### config.mk
export PLATFORM = sky130hd
export DESIGN_NAME = c2c_mem_arbiter
export DESIGN_NICKNAME = d
export VERILOG_FILES = /design/src/rtl/pipeline.sv /design/src/rtl/c2c_pkg.sv /design/src/rtl/c2c_mem_arbiter_prio_sel.sv /design/src/rtl/c2c_mem_arbiter.sv
export SDC_FILE = /design/constraint.sdc
export NUM_CORES = 1
export LEC_CHECK = 0
export BUFFER_PORTS_ARGS = -buffer_cell sky130_fd_sc_hd__buf_2
export CORE_AREA = 2 2 123 125
export DETAILED_ROUTE_END_ITERATION = 7
export DIE_AREA = 0 0 125 127
export PLACE_DENSITY_LB_ADDON = 0.3
export SLEW_MARGIN = 20
export SYNTH_ARGS = -nofsm -noshare
export SYNTH_HDL_FRONTEND = slang
export SYNTH_SLANG_ARGS = --single-unit
export TNS_END_PERCENT = 50
### constraint.sdc
create_clock -name clk -period 9.47 [get_ports clk]
set_clock_uncertainty 0.2 [all_clocks]
set_input_delay 0.947 -clock clk [delete_from_list [all_inputs] [get_ports clk]]
set_output_delay 0.947 -clock clk [all_outputs]
set_load 0.05 [all_outputs]
### src/rtl/pipeline.sv
// Core-wide pipeline constants shared by the bus-side blocks.
package pipeline;
  localparam int unsigned XLEN = 32;
endpackage

### src/rtl/c2c_pkg.sv
// Shared types and requester indices for the c2c memory arbiter.
package c2c_pkg;
  typedef enum logic [1:0] {IDLE, BUSY_I, BUSY_DR, BUSY_DW} arb_state_t;

  typedef struct packed {
    logic                        we;
    logic [pipeline::XLEN/8-1:0] sel;
    logic [pipeline::XLEN-1:0]   addr;
    logic [pipeline::XLEN-1:0]   wdata;
  } c2c_req_t;

  localparam int unsigned NREQ   = 3;
  localparam int unsigned REQ_I  = 0;
  localparam int unsigned REQ_DR = 1;
  localparam int unsigned REQ_DW = 2;
endpackage

### src/rtl/c2c_mem_arbiter_prio_sel.sv
// Masked fixed-priority picker (dw > dr > instr) producing a one-hot grant.
module c2c_prio_sel
  import c2c_pkg::*;
(
  input  logic [NREQ-1:0] req_i,
  input  logic [NREQ-1:0] mask_i,
  output logic [NREQ-1:0] gnt_o
);
  logic [NREQ-1:0] elig;

  always_comb begin
    elig  = req_i & ~mask_i;
    gnt_o = '0;
    if (elig[REQ_DW])      gnt_o[REQ_DW] = 1'b1;
    else if (elig[REQ_DR]) gnt_o[REQ_DR] = 1'b1;
    else if (elig[REQ_I])  gnt_o[REQ_I]  = 1'b1;
  end
endmodule

### src/rtl/c2c_mem_arbiter.sv
// Arbitrates instr read, data read and data write onto one req/ack memory port.
// Define C2C_ARB_TIMEOUT_EN to add a BUSY watchdog and the sticky timeout_err output.
module c2c_mem_arbiter
  import c2c_pkg::*;
#(
  parameter int unsigned XLEN = pipeline::XLEN
`ifdef C2C_ARB_TIMEOUT_EN
  ,
  parameter int unsigned TIMEOUT_CYCLES = 255
`endif
) (
  input  logic              clk,
  input  logic              reset,
  input  logic              instr_re,
  input  logic [XLEN/8-1:0] instr_sel,
  input  logic [XLEN-1:0]   instr_addr,
  output logic              instr_ack,
  output logic [31:0]       instr_data,
  input  logic              dr_re,
  input  logic [XLEN/8-1:0] dr_sel,
  input  logic [XLEN-1:0]   dr_addr,
  output logic              dr_ack,
  output logic [XLEN-1:0]   dr_data,
  input  logic              dw_we,
  input  logic [XLEN/8-1:0] dw_sel,
  input  logic [XLEN-1:0]   dw_addr,
  input  logic [XLEN-1:0]   dw_data,
  output logic              dw_ack,
  output logic              mem_req,
  output logic              mem_we,
  output logic [XLEN/8-1:0] mem_sel,
  output logic [XLEN-1:0]   mem_addr,
  output logic [XLEN-1:0]   mem_wdata,
  input  logic              mem_ack,
  input  logic [XLEN-1:0]   mem_rdata
`ifdef C2C_ARB_TIMEOUT_EN
  ,
  output logic              timeout_err
`endif
);
  arb_state_t      state_q, state_d;
  c2c_req_t        req_q, req_d;
  logic            mem_req_q, mem_req_d;
  logic [NREQ-1:0] ack_q, ack_d;
  logic [NREQ-1:0] mask_q, mask_d;
  logic [XLEN-1:0] dr_data_q, dr_data_d;
  logic [31:0]     instr_data_q, instr_data_d;
  logic [NREQ-1:0] req_vec, gnt, busy_oh;
  logic [XLEN-1:0] rsp_data;
  logic            done, to_hit;

  assign req_vec[REQ_I]  = instr_re;
  assign req_vec[REQ_DR] = dr_re;
  assign req_vec[REQ_DW] = dw_we;

  c2c_prio_sel u_prio (
    .req_i  (req_vec),
    .mask_i (mask_q),
    .gnt_o  (gnt)
  );

`ifdef C2C_ARB_TIMEOUT_EN
  localparam int unsigned TO_W = ($clog2(TIMEOUT_CYCLES + 1) > 8) ? $clog2(TIMEOUT_CYCLES + 1) : 8;
  logic [TO_W-1:0] cnt_q, cnt_d;
  logic            timeout_err_q, timeout_err_d;

  always_comb begin
    to_hit        = (state_q != IDLE) && !mem_ack && (cnt_q == TO_W'(TIMEOUT_CYCLES - 1));
    cnt_d         = (state_q == IDLE || done) ? '0 : cnt_q + 1'b1;
    timeout_err_d = timeout_err_q | to_hit;
  end

  always_ff @(posedge clk or posedge reset) begin
    if (reset) begin
      cnt_q         <= '0;
      timeout_err_q <= 1'b0;
    end else begin
      cnt_q         <= cnt_d;
      timeout_err_q <= timeout_err_d;
    end
  end

  assign timeout_err = timeout_err_q;
`else
  assign to_hit = 1'b0;
`endif

  always_comb begin
    state_d      = state_q;
    req_d        = req_q;
    mem_req_d    = mem_req_q;
    ack_d        = '0;
    dr_data_d    = dr_data_q;
    instr_data_d = instr_data_q;
    busy_oh      = '0;
    case (state_q)
      BUSY_I:  busy_oh[REQ_I]  = 1'b1;
      BUSY_DR: busy_oh[REQ_DR] = 1'b1;
      BUSY_DW: busy_oh[REQ_DW] = 1'b1;
      default: ;
    endcase
    done     = (state_q != IDLE) && (mem_ack || to_hit);
    rsp_data = to_hit ? '1 : mem_rdata;

    if (state_q == IDLE) begin
      if (gnt[REQ_DW]) begin
        req_d   = '{we: 1'b1, sel: dw_sel, addr: dw_addr, wdata: dw_data};
        state_d = BUSY_DW;
      end else if (gnt[REQ_DR]) begin
        req_d   = '{we: 1'b0, sel: dr_sel, addr: dr_addr, wdata: '0};
        state_d = BUSY_DR;
      end else if (gnt[REQ_I]) begin
        req_d   = '{we: 1'b0, sel: instr_sel, addr: instr_addr, wdata: '0};
        state_d = BUSY_I;
      end
      mem_req_d = |gnt;
    end else if (done) begin
      mem_req_d = 1'b0;
      state_d   = IDLE;
      ack_d     = busy_oh;
      if (busy_oh[REQ_DR]) dr_data_d    = rsp_data;
      if (busy_oh[REQ_I])  instr_data_d = rsp_data[31:0];
    end
    // The requester still sees its request asserted during the ack cycle.
    mask_d = ack_d;
  end

  always_ff @(posedge clk or posedge reset) begin
    if (reset) begin
      state_q      <= IDLE;
      req_q        <= '0;
      mem_req_q    <= 1'b0;
      ack_q        <= '0;
      mask_q       <= '0;
      dr_data_q    <= '0;
      instr_data_q <= '0;
    end else begin
      state_q      <= state_d;
      req_q        <= req_d;
      mem_req_q    <= mem_req_d;
      ack_q        <= ack_d;
      mask_q       <= mask_d;
      dr_data_q    <= dr_data_d;
      instr_data_q <= instr_data_d;
    end
  end

  assign mem_req    = mem_req_q;
  assign mem_we     = req_q.we;
  assign mem_sel    = req_q.sel;
  assign mem_addr   = req_q.addr;
  assign mem_wdata  = req_q.wdata;
  assign instr_ack  = ack_q[REQ_I];
  assign dr_ack     = ack_q[REQ_DR];
  assign dw_ack     = ack_q[REQ_DW];
  assign dr_data    = dr_data_q;
  assign instr_data = instr_data_q;
endmodule

* Yosys cells after proc, flatten, opt, wreduce, memory -nomap -nowiden
Index checks and enable logic that the tools add are counted. W data, S select, Z words.
Word-level totals: flip-flop bits (word level) 139, bits in latches 0, bits in writable memories 0, bits in read-only memories 0, bits of input ports 178, output and inout bits 137, memories kept 0
Cells by class: add/sub/neg operators 0, multiply operators 0, divide/modulo/power cells 0, $lt $le $gt $ge 0, equality and inequality tests 4, shift operators 0, multiplexer cells 20, bitwise logic cells 3, reductions and logical operators 10
Operators with widths (number):
- $mux W69 | 3
- $mux W2 | 6
- $mux W1 | 9
- $mux W3 | 2
- $reduce_and A3 Y1 | 2
- $eq A2 B2 Y1 const B | 2
- $ne A4 B4 Y1 const B | 1
- $reduce_and A2 Y1 | 2
- $reduce_bool A2 Y1 | 2
- $and A3 B3 Y3 | 1
- $not A3 Y3 | 1
- $reduce_bool A3 Y1 | 1
- $reduce_or A3 Y1 | 1
- $eq A2 B1 Y1 const B | 1
- $logic_not A2 Y1 | 1
- $logic_and A1 B1 Y1 | 1
- $not A1 Y1 | 1

* Longest topological paths before layout
word-level depth 9, mapped depth 6, depth with buffers taken out 3

* Hierarchy
Synthesis repeated with hierarchy kept, for this count alone.
Unflattened totals: cells, all modules 506, area total of the unflattened synthesis 6160.9 um^2
Modules (own cells, without submodules):
- c2c_mem_arbiter | times used 1, cells each 502, area an instance 6127.1 um^2
- c2c_prio_sel | times used 1, cells each 4, area an instance 33.8 um^2

* Worst setup path after synthesis
No wires, ideal clock.
path kind input to register, start input port instr_re, end register req_q (netlist bit mem_addr[10]), arrival time 1.843 ns, setup slack 7.292 ns, cell stages on the path 5, cells stage by stage nor2b_1 -> buf_4 -> o31ai_2 -> buf_2 -> a32oi_1
On the way: cells in the longest elaborated chain, start to end 6
Ends and longest elaborated chain:
- start, declared | line c2c_mem_arbiter.sv:14 | input logic instr_re,
- $and A3 B3 Y3 | line c2c_mem_arbiter_prio_sel.sv:12 | elig = req_i & ~mask_i;
- $mux W1 | line c2c_mem_arbiter_prio_sel.sv:16 | else if (elig[REQ_I]) gnt_o[REQ_I] = 1'b1;
- $mux W1 | line c2c_mem_arbiter_prio_sel.sv:15 | else if (elig[REQ_DR]) gnt_o[REQ_DR] = 1'b1;
- $mux W2 | line c2c_mem_arbiter_prio_sel.sv:14 | if (elig[REQ_DW]) gnt_o[REQ_DW] = 1'b1;
- $reduce_bool A3 Y1 (no source line)
- $reduce_and A2 Y1 (no source line)
- end signal, assigned | line c2c_mem_arbiter.sv:139 | req_q <= req_d;
- end, declared | line c2c_mem_arbiter.sv:42 | c2c_req_t req_q, req_d;
No other way between the ends. A chain may end at the register's enable or synchronous reset.

* Final worst setup path
start input port dw_we, end register state_q[0]
On the way: cells in the longest elaborated chain, start to end 5
Ends and longest elaborated chain:
- start, declared | line c2c_mem_arbiter.sv:24 | input logic dw_we,
- $and A3 B3 Y3 * | line c2c_mem_arbiter_prio_sel.sv:12
- $mux W2 | line c2c_mem_arbiter_prio_sel.sv:14
- $mux W2 | line c2c_mem_arbiter.sv:109 | end else if (gnt[REQ_DR]) begin
- $mux W2 | line c2c_mem_arbiter.sv:106 | if (gnt[REQ_DW]) begin
- $mux W2 | line c2c_mem_arbiter.sv:105 | if (state_q == IDLE) begin
- end signal, assigned | line c2c_mem_arbiter.sv:138 | state_q <= state_d;
- end, declared | line c2c_mem_arbiter.sv:41 | arb_state_t state_q, state_d;
Every way passes the cells marked *; elsewhere a longest branch is shown, timed or not.

==> summary.txt <==
Status
  • Status: complete, no violations

Clocking
  • Clock sinks: ~140
  • Resize count post-CTS: 0
  • # H-tree levels: 4
  • CTS tree: built
  • Hold Buf Count CTS: 0
  • Clock Pin Slew Worst Setup and Hold Paths: around 0.060 ns
  • Worst skew pair latency: 0.42 ns
  • CTS Buf Count: 17
  • Clock root cell: clkbuf_16
  • Post-CTS Setup Inserts: 0
  • Worst-case clock buffer depth: 2

Logic synthesis
  • Post-synth top cells: dfrtp_1, inv_1, mux2_2
  • Top FF cell, synth: dfrtp_1
  • Synth Instances: 550
  • Top-count cell post-synth: dfrtp_1
  • Post-synth EDFFs: 0
  • Mapped cell area: between 6000 and 7000 um^2
  • Synthesized flop and latch total: ~140
  • Seq/Total Area, Yosys: 0.5616
  • Syn Area/Cell: approximately 11 um^2
  • Ys Warns: 0
  • Synth async-reset ratio: 1.000
  • Cell accounting for the most synthesized area: dfrtp_1
  • Synth cell types: 29
  • Net Count, Synth: between 700 and 800
  • Post-synth top area share: 0.5616
  • Top cells by area, synth: dfrtp_1, mux2_2, o21ai_0, inv_1, o32ai_1

Global routing
  • Total track usage: 0.2341
  • Largest net degree at the start of global routing: 83
  • Antenna violations before repair: 0
  • Vias in the first global route: approximately 5,500
  • Total gr overflow: 0
  • First-pass GRT wire length: a little under 30,000 um

Die
  • Ports: approximately 320
  • Core region area: 14,420 um^2
  • Die X: 125 um
  • Initial Util: 0.4294
  • Num rows: 44
  • Die Y: 127 um
  • Die area: about 16,000 um^2

Worst setup path
  • Critical Path Start: dw_we
  • Reg2reg end: state_q[0]$_DFFE_PP0P_
  • Crit Reg-Reg Startpoint: mask_q[1]$_DFF_PP0_
  • CP max FO: between 80 and 90
  • Slack of the worst reg-to-reg path: roughly 7.1 ns
  • CP Data Required Time: 9.52 ns
  • Setup Crit Path Kind: input port to flip-flop
  • Crit path arrival time: 2.62 ns
  • Worst path max stage delay: approximately 0.9 ns
  • Crit path to: state_q[0]$_DFFE_PP0P_
  • Reg2Reg Depth: 3
  • Cell breakdown of the critical path: buf_2 -> nor2b_4 -> buf_4 -> o31ai_2 -> o22ai_1
  • Startpoint types: input port
  • CP Capture Type: flip-flop
  • CP max-delay cell: o31ai_2

Detailed routing
  • Routed WL: 18,890 um
  • Vias per cell: ~5.3
  • DR pass1 iterations: 5
  • DRC: 0
  • Vias: 5,537
  • Final ANT Viol Nets: 0
  • 1st-iter DRT viols: 340
  • DR WL/cell: 18.15 um

Timing
  • Relative slew margins: 0.3563
  • Setup violations, final: 0
  • Worst Max-Slew Pin Slew: around 0.96 ns
  • Setup_tns: 0 ns
  • RSZ-0062 raised after global routing: false
  • FMAX: between 300 and 400 MHz
  • Min Tclk post-route: ~2.6 ns
  • Count of pins over their slew limit: 0
  • Hold Vio Cnt, Final: 0
  • Crit share post-route: 0.2718

Layout
  • Multi-input gate area: roughly 2200 um^2
  • Area delta synth->final: 36.81%
  • Fill count: between 1,000 and 1,500
  • Util after Layout: 0.5874
  • Antenna Cells: 0
  • Share of layout cells above drive strength 1: 0.4947
  • FF+latch area: between 3000 and 4000 um^2
  • Final nets: 1,024

Placed design
  • Placer Congestion: between 0.9 and 1
  • HPWL Detailed: 13,000 um
  • Port Buffers: around 310

Power and ir drop
  • VDD IR-drop max: between 0.0002 and 0.0003 V
  • Power Density: approximately 440 nW/um^2
  • Total power: roughly 3.7 mW
  • Reported leakage power: between 4 and 5 nW

Worst hold path
  • Min-Delay Path Class: flip-flop to flip-flop
  • Hold path startpoint: dr_data[8]$_DFFE_PP0P_

Job
  • Max cap viols: 0
-- sequential cells by signal, indices dropped and copies added (netlist names) --
name,flops
state_q,2
mem_addr,32
mem_sel,4
mem_wdata,32
dr_data,32
mem_req,1
mem_we,1
mask_q,3
instr_data,32
-- final cells by class --
type | instances | share of cell area
multi-input combinational | 293 | 0.2633
inverter | 73 | 0.03293
clock buffer | 20 | 0.05390
sequential | 139 | 0.4105
tap | 184 | 0.02717
timing repair buffer | 322 | 0.1926
clock inverter | 10 | 0.01964
-- worst max-delay path: cells and delay by family --
| family | cells | cell delay [ns] |
|---|---|---|
| AO/OA/AOI/OAI | 2 | 1.09 |
| buffers and inverters | 2 | 0.46 |
| AND/OR/NAND/NOR | 1 | 0.11 |
-- worst min path at each step --
stage	endpoint	slack (ns)	cells past startpoint
2_1_floorplan	mask_q[2]$_DFF_PP0_	0.35	1
3_3_place_gp	instr_data[8]$_DFFE_PP0P_	0.28	1
3_5_place_dp	instr_data[13]$_DFFE_PP0P_	0.29	1
4_1_cts	instr_data[27]$_DFFE_PP0P_	0.30	1
5_1_grt	instr_data[3]$_DFFE_PP0P_	0.32	1
6_report	dr_data[8]$_DFFE_PP0P_	0.30	1
-- layer usage --
layer | part of all wire | global-route usage | vias to the layer above
met5 | 0 | 0 | -
met4 | 0.024 | 0.09150 | 0
met3 | 0.093 | 0.07747 | 35
met2 | 0.48 | 0.3763 | 287
met1 | 0.40 | 0.2956 | 2661
li1 | - | - | 2554
-- placed cells by master, fill, tap and decap left out, types with 2 or more instances in the layout --
master,n
o211ai_1,10
buf_2,314
o21ai_0,60
a21oi_1,10
a211oi_1,26
clkbuf_16,17
clkinv_4,2
nand3_1,43
inv_6,2
o32ai_1,26
clkinvlp_4,2
nand2b_1,3
buf_4,8
dfrtp_1,139
bufinv_16,4
clkbuf_8,2
and3b_1,17
nor3_1,9
mux2_2,65
a32oi_1,10
inv_1,72
-- cell families after synthesis --
logic type      count (synthesis)  share of synthesized area
flops                         139                     0.5616
compound gates                145                     0.1562
simple gates                   83                    0.08162
buf+inv                       118                    0.08242
mux                            65                     0.1182
-- report_power, final --
part / total, mW / switching (mW) / internal [mW]
logic: 1.98 / 1.48 / 0.500
clock network: 0.704 / 0.252 / 0.453
registers: 1.03 / 0.154 / 0.880
total: 3.72 / 1.89 / 1.83
-- metrics by stage --
step | hold slack (ns) | std cells | area, um^2 | setup WS (ns)
2_1_floorplan | 0.3544 | 550 | 6193 | 4.598
3_3_place_gp | 0.2833 | 1011 | 7850 | 6.502
3_5_place_dp | 0.2876 | 1011 | 7850 | 6.446
4_1_cts | 0.3021 | 1041 | 8473 | 6.872
5_1_grt | 0.3162 | 1041 | 8473 | 6.779
6_report | 0.2980 | 1041 | 8473 | 6.896
(Power assumes the default switching activity.)
